## config.mk

```make
export PLATFORM = sky130hd
export DESIGN_NAME = wavetable_voice
export DESIGN_NICKNAME = d
export VERILOG_FILES = /design/src/rtl/wavetable_voice.sv
export SDC_FILE = /design/constraint.sdc
export NUM_CORES = 2
export LEC_CHECK = 0
export BUFFER_PORTS_ARGS = -buffer_cell sky130_fd_sc_hd__buf_2
export CORE_MARGIN = 3
export CORE_UTILIZATION = 45
export DETAILED_ROUTE_END_ITERATION = 10
export GPL_TIMING_DRIVEN = 0
export SYNTH_ARGS = -nofsm -noshare
export SYNTH_HDL_FRONTEND = slang
export SYNTH_SLANG_ARGS = --single-unit
export TNS_END_PERCENT = 20
```

## constraint.sdc

```tcl
create_clock -name clock -period 3.5 [get_ports clock]
set_clock_uncertainty 0.15 [all_clocks]
set_input_delay 0.525 -clock clock [delete_from_list [all_inputs] [get_ports clock]]
set_output_delay 0.525 -clock clock [all_outputs]
set_load 0.05 [all_outputs]
```

## src/rtl/wavetable_voice.sv

```systemverilog
// rtl/wavetable_voice.sv - RAM-loadable wavetable voice with looped/one-shot playback
module wavetable_voice #(
    parameter int SAMPLE_W = 32,
    parameter int SEG_AW   = 6,
    parameter int PERIOD_W = 32
) (
    input  logic                       clock,
    input  logic                       reset_n,
    input  logic                       play_note,
    input  logic                       loop_en,
    input  logic [PERIOD_W-1:0]        hz,
    input  logic [3:0]                 atten,
    input  logic                       wr_en,
    input  logic [SEG_AW-1:0]          wr_addr,
    input  logic signed [SAMPLE_W-1:0] wr_data,
    output logic signed [SAMPLE_W-1:0] audio_out,
    output logic                       busy,
    output logic                       period_done
);

    localparam int SEG_COUNT = 1 << SEG_AW;
    localparam logic [SEG_AW-1:0] LAST_SEG = SEG_AW'(SEG_COUNT - 1);

    typedef enum logic [1:0] {
        IDLE = 2'd0,
        PLAY = 2'd1,
        HOLD = 2'd2
    } state_t;

    state_t                      state_q, state_d;
    logic                        play_q;
    logic                        armed_q;
    logic [SEG_AW-1:0]           seg_idx_q, seg_idx_d;
    logic [PERIOD_W-1:0]         seg_cnt_q, seg_cnt_d;
    logic [PERIOD_W-1:0]         seg_len_q, seg_len_d;
    logic signed [SAMPLE_W-1:0]  audio_q, audio_d;
    logic                        done_q, done_d;
    logic signed [SAMPLE_W-1:0]  table_q [SEG_COUNT];

    logic                        rise;
    logic [PERIOD_W-1:0]         hz_len;

    // Segment length from the note period; periods shorter than one cycle per segment clamp to 1.
    always_comb begin
        hz_len = hz >> SEG_AW;
        if (hz_len == '0) begin
            hz_len = PERIOD_W'(1);
        end
    end

    // armed_q masks the first cycle after reset so a key held through reset does not start a note.
    assign rise = play_note & ~play_q & armed_q;

    always_comb begin
        state_d   = state_q;
        seg_idx_d = seg_idx_q;
        seg_cnt_d = seg_cnt_q;
        seg_len_d = seg_len_q;
        done_d    = 1'b0;

        if ((state_q != PLAY) && rise) begin
            state_d   = PLAY;
            seg_len_d = hz_len;
            seg_idx_d = '0;
            seg_cnt_d = hz_len - PERIOD_W'(1);
        end else begin
            case (state_q)
                IDLE: begin
                    state_d = IDLE;
                end
                PLAY: begin
                    if (!play_note) begin
                        state_d = IDLE;
                    end else if (seg_cnt_q != '0) begin
                        seg_cnt_d = seg_cnt_q - PERIOD_W'(1);
                    end else if (seg_idx_q != LAST_SEG) begin
                        seg_idx_d = seg_idx_q + SEG_AW'(1);
                        seg_cnt_d = seg_len_q - PERIOD_W'(1);
                    end else begin
                        done_d = 1'b1;
                        if (loop_en) begin
                            seg_idx_d = '0;
                            seg_len_d = hz_len;
                            seg_cnt_d = hz_len - PERIOD_W'(1);
                        end else begin
                            state_d = HOLD;
                        end
                    end
                end
                HOLD: begin
                    if (!play_note) begin
                        state_d = IDLE;
                    end
                end
                default: begin
                    state_d = IDLE;
                end
            endcase
        end
    end

    always_comb begin
        audio_d = '0;
        if (state_q == PLAY) begin
            audio_d = table_q[seg_idx_q] >>> atten;
        end
    end

    always_ff @(posedge clock or negedge reset_n) begin
        if (!reset_n) begin
            state_q   <= IDLE;
            play_q    <= 1'b0;
            armed_q   <= 1'b0;
            seg_idx_q <= '0;
            seg_cnt_q <= '0;
            seg_len_q <= PERIOD_W'(1);
            audio_q   <= '0;
            done_q    <= 1'b0;
            for (int i = 0; i < SEG_COUNT; i++) begin
                table_q[i] <= '0;
            end
        end else begin
            state_q   <= state_d;
            play_q    <= play_note;
            armed_q   <= 1'b1;
            seg_idx_q <= seg_idx_d;
            seg_cnt_q <= seg_cnt_d;
            seg_len_q <= seg_len_d;
            audio_q   <= audio_d;
            done_q    <= done_d;
            if (wr_en) begin
                table_q[wr_addr] <= wr_data;
            end
        end
    end

    assign audio_out   = audio_q;
    assign busy        = (state_q == PLAY);
    assign period_done = done_q;

endmodule

```

==> flow_metrics.env <==
export IMPL_hold_worst_slack_ns=0.0654
export IMPL_cts_root_buf="sky130_fd_sc_hd__clkbuf_16"
export IMPL_drt_wirelength_per_cell_um=42.6
export IMPL_criticalPathCategory="reg -> reg"
export IMPL_timing_critical_path_to="audio_out[1]"
export IMPL_slew_viol_final=70
export IMPL_drive_above_1_share=0.474
export IMPL_stages_on_worst_setup_path=13
export IMPL_grt_setup_unrepaired="yes"
export IMPL_worst_path_most_repeated_cell="sky130_fd_sc_hd__buf_16"
export IMPL_synth_largest_area_cell="sky130_fd_sc_hd__dfrtp_1"
export IMPL_max_cap_viol_count=10
export IMPL_final_period_minus_worst_setup_slack_ns=4.28
export IMPL_worst_ir_drop_vdd_mv=0.602
export IMPL_groute_layer_met3_usage=0.152
export IMPL_syn_to_final_growth_pct=19.4
export IMPL_remaining_drc_errors=0
export IMPL_cts_max_level=4
export IMPL_outcome="finished, violations left"
export IMPL_clock_transition_time_at_the_flip_flop_clock_pins_of_the_worst_setup_and_hold_paths_ns=0.07
export IMPL_post_synth_inst_count=6911
export IMPL_io_pin_count=113
export IMPL_maxClockFrequency_ghz=0.234
export IMPL_crit_required_ns=4.09
export IMPL_dieArea_um2=228000
export IMPL_yosysWarnings=0
export IMPL_synth_area_um2=100000
export IMPL_ys_ff_latch=2149
export IMPL_synth_enable_flop_cells=0
export IMPL_dominantRegCellSynth="sky130_fd_sc_hd__dfrtp_1"
export IMPL_design_final_nets=7591
export IMPL_grt_busiest_layer="met2"
export IMPL_total_switching_power_uw=35500
export IMPL_ff2ff_setup_slack_ns=-0.78
export IMPL_gpl_final_weighted_congestion=1.01
export IMPL_relSlewSlack=-0.139
export IMPL_syn_num_nets=6995
export IMPL_die_x_extent_um=478
export IMPL_cp_buffers_inverters=4
export IMPL_netlist_area_leader_share=0.536
export IMPL_p_clk_frac=0.272
export IMPL_worstSkewPairLatency_ns=0.92
export IMPL_cts_buffers=229
export IMPL_dr_total_vias=71000
export IMPL_detail_route_vias_per_cell=6.64
export IMPL_critical_path_endpoint_type="register"
export IMPL_port_buf_inserts=72
export IMPL_synthesis_area_per_instance_um2=14.5
export IMPL_worst_setup_path_start_kind="register"
export IMPL_timing_critical_path_fanout_max=10
export IMPL_starting_density_of_the_core=0.454
export IMPL_worst_path_dominant_cell_family="multiplexers"
export IMPL_first_pass_grt_wire_length_um=610000
export IMPL_grt_ovfl_total=0
export IMPL_grtUsageTotal=0.393
export IMPL_leakagePower_uw=0.0538
export IMPL_critPathArrivalTime_ns=4.86
export IMPL_place_hpwl_um=301000
export IMPL_violations="max-capacitance violations, max-slew violations, negative setup slack"
export IMPL_switching_share=0.387
export IMPL_cp_slowest_stage_delay_ns=0.54
export IMPL_rr_endpoint="audio_out[1]"
export IMPL_final_min_period_over_clock_period=1.22
export IMPL_yosys_top_cells_area="sky130_fd_sc_hd__dfrtp_1 54%, sky130_fd_sc_hd__mux2_2 23%, sky130_fd_sc_hd__mux4_2 8.9%"
export IMPL_final_hold_viol_count=0
export IMPL_clock_sink_count=2149
export IMPL_final_antenna_net_count=0
export IMPL_groute_layer_met2_usage=0.552
export IMPL_cts_max_path_buffers=3
export IMPL_drtPass1Iterations=8
export IMPL_drc_violation_total_after_the_first_tritonroute_iteration=9047
export IMPL_power_combinational_fraction=0.399
export IMPL_holdCritPathClass="in -> reg"
export IMPL_pwr_dens_nw_per_um2=767
export IMPL_register_area_share_after_synthesis=0.537
export IMPL_setup_viol=74
export IMPL_grtUsageMet1=0.494
export IMPL_antenna_found_initial=54
export IMPL_worstMarginPinSlew_ns=1.70
export IMPL_crit_start="seg_idx_q[0]"
export IMPL_cts_tree="built"
export IMPL_cpMaxStageDelayCell="sky130_fd_sc_hd__mux4_2"
export IMPL_path_cells="buf_12 > buf_4 > buf_16 > buf_16 > mux4_2 > mux2i_2 > o21ai_0 > o22ai_2 > o221ai_4 > mux2i_1 > nor2_1 > nor3_1 > o22ai_1"
export IMPL_floorplan_core_area_um2=221000
export IMPL_share_seq_of_total_power=0.329
export IMPL_placementRows=172
export IMPL_routed_wirelength_um=456000
export IMPL_grt_pass1_vias=70100
export IMPL_grt_max_degree=174
export IMPL_postSynth_asyncResetShare=1.00
export IMPL_die_span_y_um=478
export IMPL_synth_lib_cells_used_distinct=78
export IMPL_power_internal_uw=56300
export IMPL_r2r_cells=13
export IMPL_totalPowerFinal_uw=91700
export IMPL_r2r_start="seg_idx_q[0]"
export IMPL_postLayoutSetupSlackWorst_ns=-0.777
-- placed cells by master (no fill, tap or decap), drive strengths merged, types with 13 or more instances in the layout --
master	n
o221ai	31
xor2	34
clkinv	65
a221oi	40
nor3	36
nand2	182
mux2i	353
dlygate4sd3	34
mux4	394
a31oi	15
nor2	155
clkbuf	773
a21oi	91
buf	566
o22ai	68
and2	17
diode	41
inv	24
a211oi	15
a22o	20
or3	17
dfrtp	2148
o21ai	135
mux2	2101
nor4	25
xnor2	28
o211ai	21
nand3	47
a22oi	76
or4	14
nor2b	16
bufinv	13
-- worst register-to-register path: cells and delay by family, from the launching register on --
kind,cells,cell delay (ns)
muxes,3,1.19
AOI/OAI and AO/OA,4,1.07
buffers and inverters,4,0.92
DFF,1,0.42
and+or+nand+nor,2,0.37
-- Yosys cell counts (34+ instances only) --
cell	count
sky130_fd_sc_hd__buf_1	94
sky130_fd_sc_hd__buf_2	81
sky130_fd_sc_hd__clkbuf_1	436
sky130_fd_sc_hd__buf_4	36
sky130_fd_sc_hd__nor2_1	154
sky130_fd_sc_hd__o21ai_0	130
sky130_fd_sc_hd__mux4_2	394
sky130_fd_sc_hd__a22oi_1	76
sky130_fd_sc_hd__mux2i_1	353
sky130_fd_sc_hd__mux2_2	2081
sky130_fd_sc_hd__nand3_1	47
sky130_fd_sc_hd__dfrtp_1	2148
sky130_fd_sc_hd__nor3_1	35
sky130_fd_sc_hd__nand2_1	181
sky130_fd_sc_hd__a21oi_1	91
sky130_fd_sc_hd__xor2_1	34
sky130_fd_sc_hd__a221oi_1	40
sky130_fd_sc_hd__o22ai_1	68
-- stage by stage --
step | worst slack (ns) | utilization | cells | cell area [µm²] | setup TNS (ns)
after floorplan | 0.00699 | - | 6911 | 100000 | 0
after global placement | -45.82 | 0.473 | 9941 | 104000 | -
after detailed placement | -3.35 | 0.476 | 9970 | 105000 | -1183.82
after CTS | -0.596 | 0.538 | 10600 | 119000 | -194.10
after global routing | -0.661 | 0.542 | 10700 | 120000 | -25.68
final | -0.777 | 0.542 | 10700 | 120000 | -20.60
-- final cells by class --
| class | count | area [µm²] |
|---|---|---|
| Clock inverter | 89 | 948 |
| Inverter | 20 | 80.1 |
| Tap cell | 2958 | 3700 |
| Multi-Input combinational cell | 4070 | 44900 |
| Sequential cell | 2149 | 53800 |
| Timing Repair Buffer | 372 | 4100 |
| Fill cell | 18100 | 101000 |
| Clock buffer | 338 | 6650 |
| Buffer | 665 | 5370 |
| Antenna cell | 41 | 103 |
-- power by group through the flow --
stage / combinational [µW] / clock (µW) / sequential, µW
final: 36600 / 24900 / 30200
after global routing: 36200 / 26000 / 30500
after CTS: 34400 / 25000 / 30100
after detailed placement: 28500 / 0 / 30500
after global placement: 28000 / 0 / 30400
after floorplan: 13700 / 0 / 30100
-- how the worst min path moves through the flow --
stage                             start       endpoint  slack (ns)  cells after the start
after detailed placement  table_q[1468]  table_q[1468]        0.34                      1
after floorplan                 reset_n        armed_q        0.08                      0
after global placement     table_q[943]   table_q[943]        0.33                      1
after CTS                        hz[10]   seg_cnt_q[5]       0.004                      5
final                             hz[9]   seg_cnt_q[6]        0.07                      5
after global routing             hz[10]   seg_cnt_q[5]        0.08                      5
-- registers in the layout, indices dropped and copies added, names as in the netlist --
signal / count
table_q: 2048
audio_out: 32
seg_cnt_q: 32
seg_len_q: 26
seg_idx_q: 6
state_q: 2
armed_q: 1
period_done: 1
play_q: 1
-- routing by layer --
layer | share of wire | routed length [µm]
met1 | 0.37 | 170000
met2 | 0.42 | 191000
met3 | 0.12 | 55900
met4 | 0.086 | 39100
met5 | 0.0015 | 676
-- logic make-up after synthesis --
group           count (synthesis)  synth area share
mux                          2848             0.361
flops                        2149             0.537
buf+inv                       692            0.0302
compound gates                596            0.0403
simple gates                  558            0.0262
xor+xnor                       62           0.00542
fa+ha+maj                       5          0.000624
other cells                     1         0.0000374
-- what timing repair did --
item,4_1_cts,5_1_grt
cloned,4,5
pin swaps,52,33
endpoints found under the hold margin,246,0
resized for setup,879,88
buffers inserted,189,38
hold buffers,36,0
endpoints found under the setup margin,257,950
Note: power is estimated with default switching activity, not from simulation.
